`config.mk`:
```
export PLATFORM = sky130hd
export DESIGN_NAME = fifo_rd_tx_feeder
export DESIGN_NICKNAME = d
export VERILOG_FILES = /design/src/rtl/fifo_feeder_pkg.sv /design/src/rtl/feeder_timer.sv /design/src/rtl/fifo_rd_tx_feeder.sv
export SDC_FILE = /design/constraint.sdc
export NUM_CORES = 1
export LEC_CHECK = 0
export ABC_CLOCK_PERIOD_IN_PS = 1750
export CORE_MARGIN = 2
export CORE_UTILIZATION = 40
export CTS_BUF_LIST = sky130_fd_sc_hd__clkbuf_8
export CTS_CLUSTER_SIZE = 16
export DETAILED_ROUTE_END_ITERATION = 6
export PLACE_DENSITY = 0.75
export SYNTH_ARGS = -nofsm -noshare
export SYNTH_HDL_FRONTEND = slang
export SYNTH_HIERARCHICAL = 1
export SYNTH_SLANG_ARGS = --single-unit
```
`constraint.sdc`:
```
create_clock -name r_clk -period 1.75 [get_ports r_clk]
set_input_delay 0.35 -clock r_clk [delete_from_list [all_inputs] [get_ports r_clk]]
set_output_delay 0.35 -clock r_clk [all_outputs]
set_load 0.05 [all_outputs]
```
`src/rtl/fifo_feeder_pkg.sv`:
```
// Shared definitions for the FIFO read-side to UART TX feeder.
//   feeder_state_e : controller state encoding (3 bits)
//   MIN_GAP        : smallest inter-frame gap the read pointer needs to settle
//   FRAME_CNT_W    : width of the optional frame counter
//   max_int()      : elaboration-time helper for sizing the timers
package fifo_feeder_pkg;

  typedef enum logic [2:0] {
    IDLE      = 3'd0,
    SEND      = 3'd1,
    WAIT_BUSY = 3'd2,
    WAIT_DONE = 3'd3,
    GAP       = 3'd4
  } feeder_state_e;

  localparam int MIN_GAP     = 2;
  localparam int FRAME_CNT_W = 16;

  function automatic int max_int(input int a, input int b);
    return (a > b) ? a : b;
  endfunction

endpackage

```
`src/rtl/feeder_timer.sv`:
```
// Loadable down-counter used by the feeder for its busy timeout and
// inter-frame gap.
//   r_clk, r_rst_n : clock, asynchronous active-low reset
//   load, load_val : load the count (has priority over dec)
//   dec            : decrement by one, stopping at 0 (never wraps)
//   zero           : high when this decrement brings the count to 0
//                    (count is 1) or the count already sits at 0
module feeder_timer #(
  parameter int W = 5
) (
  input  logic         r_clk,
  input  logic         r_rst_n,
  input  logic         load,
  input  logic [W-1:0] load_val,
  input  logic         dec,
  output logic         zero
);

  logic [W-1:0] count;

  // NOTE: sequential state is assigned with <= so every flop samples the
  // pre-edge value of its inputs regardless of statement order.
  always_ff @(posedge r_clk or negedge r_rst_n) begin
    if (!r_rst_n) begin
      count <= '0;
    end else if (load) begin
      count <= load_val;
    end else if (dec && (count != '0)) begin
      count <= count - 1'b1;
    end
  end

  // Looking one step ahead lets the owner leave its state on the cycle the
  // count reaches 0, so a load of N spans exactly N cycles.
  assign zero = (count[W-1:1] == '0);

endmodule

```
`src/rtl/fifo_rd_tx_feeder.sv`:
```
// Read-domain controller that drains the async FIFO into the UART
// transmitter: pops one word, pulses tx_data_valid, follows tx_busy through
// the frame, then idles for a gap so the FIFO's registered gray read pointer
// settles before r_empty is sampled again. A frame that the UART does not
// pick up within BUSY_TO cycles is re-offered with the same word.
//   r_clk, r_rst_n : clock, asynchronous active-low reset
//   en             : feeder enable, sampled only in IDLE
//   r_empty,r_data : FIFO read side
//   tx_busy        : UART TX busy
//   r_inc          : registered single-cycle FIFO pop
//   tx_data        : registered frame payload, held between frames
//   tx_data_valid  : registered single-cycle start pulse to UART TX
// Optional (macro FEEDER_FRAME_CNT_EN):
//   frame_cnt      : saturating count of completed frames
//   retry_flag     : sticky, set on any busy timeout
module fifo_rd_tx_feeder
  import fifo_feeder_pkg::*;
#(
  parameter int D_WIDTH    = 8,
  parameter int GAP_CYCLES = 2,
  parameter int BUSY_TO    = 16
) (
  input  logic               r_clk,
  input  logic               r_rst_n,
  input  logic               en,
  input  logic               r_empty,
  input  logic [D_WIDTH-1:0] r_data,
  input  logic               tx_busy,
  output logic               r_inc,
  output logic [D_WIDTH-1:0] tx_data,
  output logic               tx_data_valid
`ifdef FEEDER_FRAME_CNT_EN
  ,
  output logic [FRAME_CNT_W-1:0] frame_cnt,
  output logic                   retry_flag
`endif
);

  localparam int GAP_LOAD = (GAP_CYCLES < MIN_GAP) ? MIN_GAP : GAP_CYCLES;
  localparam int TMR_W    = $clog2(max_int(BUSY_TO, GAP_LOAD) + 1);
  localparam logic [TMR_W-1:0] BUSY_VAL = TMR_W'(BUSY_TO);
  localparam logic [TMR_W-1:0] GAP_VAL  = TMR_W'(GAP_LOAD);

  feeder_state_e state, state_next;
  logic pop, valid_next;
  logic to_load, to_dec, to_zero;
  logic gap_load, gap_dec, gap_zero;

  feeder_timer #(.W(TMR_W)) u_busy_timer (
    .r_clk    (r_clk),
    .r_rst_n  (r_rst_n),
    .load     (to_load),
    .load_val (BUSY_VAL),
    .dec      (to_dec),
    .zero     (to_zero)
  );

  feeder_timer #(.W(TMR_W)) u_gap_timer (
    .r_clk    (r_clk),
    .r_rst_n  (r_rst_n),
    .load     (gap_load),
    .load_val (GAP_VAL),
    .dec      (gap_dec),
    .zero     (gap_zero)
  );

  // NOTE: every signal written here gets a default first, so no path through
  // the case statement can leave one unassigned and infer a latch.
  always_comb begin
    state_next = state;
    pop        = 1'b0;
    valid_next = 1'b0;
    to_load    = 1'b0;
    to_dec     = 1'b0;
    gap_load   = 1'b0;
    gap_dec    = 1'b0;
    case (state)
      IDLE: begin
        if (en && !r_empty) begin
          pop        = 1'b1;
          state_next = SEND;
        end
      end
      SEND: begin
        valid_next = 1'b1;
        to_load    = 1'b1;
        state_next = WAIT_BUSY;
      end
      WAIT_BUSY: begin
        to_dec = 1'b1;
        if (tx_busy) begin
          state_next = WAIT_DONE;
        end else if (to_zero) begin
          // Re-offer the same word; the FIFO has already been popped.
          state_next = SEND;
        end
      end
      WAIT_DONE: begin
        if (!tx_busy) begin
          gap_load   = 1'b1;
          state_next = GAP;
        end
      end
      GAP: begin
        gap_dec = 1'b1;
        if (gap_zero) begin
          state_next = IDLE;
        end
      end
      default: state_next = IDLE;
    endcase
  end

  always_ff @(posedge r_clk or negedge r_rst_n) begin
    if (!r_rst_n) begin
      state         <= IDLE;
      r_inc         <= 1'b0;
      tx_data_valid <= 1'b0;
      tx_data       <= '0;
    end else begin
      state         <= state_next;
      r_inc         <= pop;
      tx_data_valid <= valid_next;
      if (pop) begin
        tx_data <= r_data;
      end
    end
  end

`ifdef FEEDER_FRAME_CNT_EN
  logic frame_done, busy_timeout;

  assign frame_done   = (state == WAIT_DONE) && !tx_busy;
  assign busy_timeout = (state == WAIT_BUSY) && !tx_busy && to_zero;

  always_ff @(posedge r_clk or negedge r_rst_n) begin
    if (!r_rst_n) begin
      frame_cnt  <= '0;
      retry_flag <= 1'b0;
    end else begin
      if (frame_done && (frame_cnt != '1)) begin
        frame_cnt <= frame_cnt + 1'b1;
      end
      if (busy_timeout) begin
        retry_flag <= 1'b1;
      end
    end
  end
`endif

endmodule
```
# Word level (Yosys, flattened, before mapping)
# Cells that the tools add are included.
totals:
  inputBits: 13
  register_bits: 23
op_classes:
  eq_ne: 8
  add_sub_neg: 2
  n_mux: 17
  reduce_logical: 12
ops:
  columns: ["operator", "count"]
  rows:
  - ["5-bit two-way mux", 4]
  - ["3-bit two-way mux", 5]
  - ["3-bit one-hot mux with 5 select lines", 1]
  - ["5-bit nonzero test", 2]
  - ["5-bit by 1-bit subtractor with 5-bit output, second input constant", 2]
  - ["4-bit logical NOT", 2]
  - ["1-bit two-way mux", 7]
  - ["3-bit by 2-bit equality test with 1-bit output, second input constant", 2]
  - ["2-bit inequality test, second input constant", 3]
  - ["4-bit AND reduction", 1]
  - ["2-bit nonzero test", 2]
  - ["3-bit by 1-bit equality test with 1-bit output, second input constant", 1]
  - ["3-bit equality test, second input constant", 1]
  - ["1-bit logical AND", 3]
  - ["3-bit logical NOT", 1]
  - ["3-bit inequality test, second input constant", 1]
  - ["1-bit logical NOT", 1]

# Depth between registers and ports, before layout
depth:
  ltp_word: 5
  mapped_depth: 6
  depth_no_buf: 5

# Cells and area by module
# The synthesis kept the hierarchy.
modules_own_cells:
  columns: ["module", "seq_area_each_um2", "area_each_um2", "n_inst", "cells_each"]
  rows:
  - ["feeder_timer", 125.1, 319.1, 2, 34]
  - ["fifo_rd_tx_feeder", 325.3, 544.3, 1, 40]

# Worst setup path after synthesis
# No wires, ideal clock.
synth_timing:
  kind: "register -> register"
  startpoint: "register state[1]"
  endpoint: "register u_busy_timer.count[3]"
  period_less_slack_ns: 1.910
  setup_slack_ns: -0.160
  setup_time_ns: 0.066
  arrival_time_ns: 1.843
  stages_incl_launch_ff: 6
  t_required_ns: 1.684
  cell_sequence: "dfrtp_1 buf_2 nor3b_1 or4b_4 a2111oi_2 a221o_1"
synth_between:
  elab_chain_len: 4
  word_cells_on_any_way: 7
  classes_between: "2 x eq/ne; 3 x mux; 2 x reduce/logical"
synth_rtl:
  columns: ["item", "line", "rtl"]
  rows:
  - ["start: declaration", "fifo_rd_tx_feeder.sv:44", "feeder_state_e state, state_next;"]
  - ["start signal: assignment", "fifo_rd_tx_feeder.sv:121", "state <= state_next;"]
  - ["3-bit by 2-bit equality test with 1-bit output", "fifo_rd_tx_feeder.sv:77", "case (state)"]
  - ["1-bit two-way mux", "fifo_rd_tx_feeder.sv:77", null]
  - ["via to_dec", "fifo_rd_tx_feeder.sv:46", "logic to_load, to_dec, to_zero;"]
  - ["1-bit logical AND", "feeder_timer.sv:28", "end else if (dec && (count != '0)) begin"]
  - ["2-bit nonzero test (no line)", null, null]
  - ["end signal: assignment", "feeder_timer.sv:27", "count <= load_val;"]
  - ["end signal: assignment", "feeder_timer.sv:29", "count <= count - 1'b1;"]
  - ["end: declaration", "feeder_timer.sv:19", "logic [W-1:0] count;"]
# The timed path passes the listed nets, and every way through them passes these cells.
# A chain may end at the register's enable or synchronous reset.

# Final worst setup path
layout_timing:
  startpoint: "register state[2]"
  endpoint: "register u_busy_timer.count[3]"
# Same word-level chain as after synthesis.

==> flow_summary.yaml <==
sta:
  layout_setup_ws_ns: 0.07448
  rsz0062_at_grt: "yes"
  min_period_ns: 1.676
  slew_violations: 0
  finalSetupViolations: 0
  max_freq_ghz: 0.5968
  hold_viol_final: 0
  finClkSkew_ns: 0.004878
  hold_ws_ns: 0.4400
  fin_crit_sh_pct: 95.74
detailed_routing:
  route.detailed.drc: 0
  routed_wl_microns: 2396
  drt-initial-drc-count: 8
  vias: 973
  wl_per_cell_microns: 13.09
  drt_pass1_iterations: 4
  vias_per_cell: 5.317
  antenna_left: 0
setup_path:
  crit_path_end_kind: "register"
  rrSetupSlack_ns: 0.07
  arrival_ns: 1.88
  critical_path_buf_inv_count: 0
  reg2reg_depth: 4
  startpoint_type: "register"
  cpMaxStageDelayCell: "or4b_4"
  cp_max_fo: 4
  worstSetupPathType: "register to register"
  crit_family: "simple AND/OR/NAND/NOR gates"
  r2r_end: "u_busy_timer/count[3]"
  critPathRequiredTime_ns: 1.96
  r2r_start: "state[2]"
  worstPathCellList: "nor3b_2, or4b_4, a2111oi_2, a221o_1"
  slowest_delay_ns: 0.49
yosys:
  ys_ff_latch: 23
  synth_top_area_share_pct: 48.68
  yosysUniqueCellTypes: 32
  ys_seq_area_share_pct: 48.68
  yosys.area.top_type: "dfrtp_1"
  avgSynthCellArea_sq_um: 10.95
  synth-edff-count: 0
  synthCells: 108
  synth_area_leaders: "dfrtp_1 (49%), mux2_2 (7.6%), nor2b_1 (3.2%)"
  synth_ff_type: "dfrtp_1"
  async_reset_ff_share_pct: 100.0
  syn_area_sq_mm: 0.001182
  yosys_warnings: 6
floorplanning:
  core-area_sq_mm: 0.002781
  die_h_microns: 58.37
  initial_utilization_pct: 42.51
  fp.dieW_microns: 58.37
  rows: 19
  dieArea_sq_mm: 0.003407
  ios: 23
global_routing:
  grt_first_pass_wirelength_microns: 3933
  grt_usage_pct: 14.77
  grt_pass1_vias: 925
  grt_overflow: 0
  antenna_found_initial: 0
  grt_max_degree: 24
power_and_ir_drop:
  vdd_drop_max_v: 0.001128
  p_leak_uw: 0.0007158
  p_per_area_mw_per_mm2: 1846
flow_run:
  maxCapViolCount: 0
cts:
  cts.clk_slew.worst_paths_ns: 0.08
  clock_latency_ns: 0.26
  cts_tree: "yes"
  htree_num_levels: 1
  cts_buffer_depth: 2
  cts_sinks: 23
  cts_buffers: 3
  clock_tree.root_cell: "clkbuf_8"
final_layout:
  nets: 168
  fin_area_sq_mm: 0.001619
  areaGrowthSynthToFinish_pct: 36.93
  ff_latch_area_sq_um: 575.6
  multi_input_area_sq_um: 639.4
  diodes: 0
  nFillCells: 237
  drive_above_1_share_pct: 32.24
placed_design:
  globalplace.congestion: 0.8238
  portBuffers: 22
  post_dp_cell_area_sq_mm: 0.001515
  dpl.hpwl_microns: 1713
  dpl_worst_slack_ns: -0.05717
run_status:
  status: "finished clean"
worst_hold_path:
  hold_path_class: "input pin to async pin"
what timing repair did:
item	in CTS	in global routing
gates resized for setup	1	5
setup buffers	1	2
endpoints found under the setup margin	1	6
hold buffers	0	0
pin swaps	0	2
cell usage after synthesis (3+ instances only):
cell      n
nand2_1   9
nor3b_1   4
nor2b_1   6
mux2_2    8
or3_1     3
a21oi_1   6
inv_1     7
nor2_1    5
dfrtp_1  23
routing by layer:
layer	global-route usage, %	wire (microns)	vias up
li1	-	-	469
met4	3.654	0	0
met2	27.13	1292	16
met5	0	0	-
met3	2.857	85	0
met1	17.62	1019	488
placed cells by master (no fill, tap or decap), drive strengths merged:
master | synthesis | layout
a2111oi | 2 | 2
a211oi | 1 | 1
a21o | 1 | 1
a21oi | 6 | 6
a221o | 2 | 2
a31o | 2 | 2
a31oi | 1 | 1
and2 | 1 | 1
and4bb | 1 | 1
buf | 1 | 23
clkbuf | 2 | 3
clkdlybuf4s50 | 0 | 12
clkinv | 0 | 1
conb | 2 | 10
dfrtp | 23 | 23
ha | 2 | 2
inv | 7 | 7
mux2 | 8 | 8
mux2i | 2 | 2
nand2 | 9 | 9
nand2b | 1 | 1
nand3b | 1 | 1
nor2 | 5 | 5
nor2b | 6 | 6
nor3b | 4 | 4
nor4 | 3 | 3
o21ai | 4 | 4
o311ai | 2 | 2
o31ai | 2 | 2
or3 | 3 | 3
or4b | 4 | 4
power by group:
part | leakage (uW) | switching [uW] | internal [uW]
combinational | 0.000411 | 901 | 733
clock | 0.0000255 | 168 | 159
sequential | 0.000280 | 241 | 788
total | 0.000716 | 1310 | 1680
area by class of cell:
| class | instances | area share (%) |
|---|---|---|
| Clock buffer | 3 | 2.550 |
| Clock inverter | 1 | 0.3091 |
| Inverter | 7 | 1.623 |
| Multi-Input combinational cell | 83 | 39.49 |
| Sequential cell | 23 | 35.55 |
| Tap cell | 31 | 2.396 |
| Timing Repair Buffer | 35 | 18.08 |
registers in the layout, indices dropped and copies added (netlist names):
signal / count
tx_data: 8
r_inc: 1
tx_data_valid: 1
u_gap_timer/count: 5
u_busy_timer/count: 5
state: 3
worst max-delay path by stage:
| stage | end | cells after the start | startpoint |
|---|---|---|---|
| finish | u_busy_timer/count[3] | 4 | state[2] |
| global route | u_busy_timer/count[3] | 4 | state[2] |
| CTS | u_gap_timer/count[3] | 5 | state[0] |
| detailed placement | u_gap_timer/count[3] | 4 | tx_busy |
| global placement | u_gap_timer/count[3] | 4 | tx_busy |
| floorplan | u_gap_timer/count[3] | 6 | state[1] |
through the flow:
step / std cells / total power [uW] / utilization [%] / setup TNS [ns]
finish: 183 / 2989 / 58.21 / 0
global route: 183 / 3192 / 58.21 / -0.008645
CTS: 181 / 2890 / 56.50 / 0
detailed placement: 176 / 2541 / 54.48 / -0.1103
global placement: 176 / 2465 / 54.48 / -0.01717
floorplan: 116 / 2044 / - / -0.04721
cells by family after synthesis:
kind of cell               Yosys count  share of synthesized area [%]
AOI/OAI and AO/OA                   23                          14.50
and+or+nand+nor                     38                          21.48
muxes                               10                          9.313
buffers and inverters               10                          3.281
DFF                                 23                          48.68
other                                2                         0.6352
adders and majority gates            2                          2.116
No activity file was read; power rests on OpenSTA's default activity.
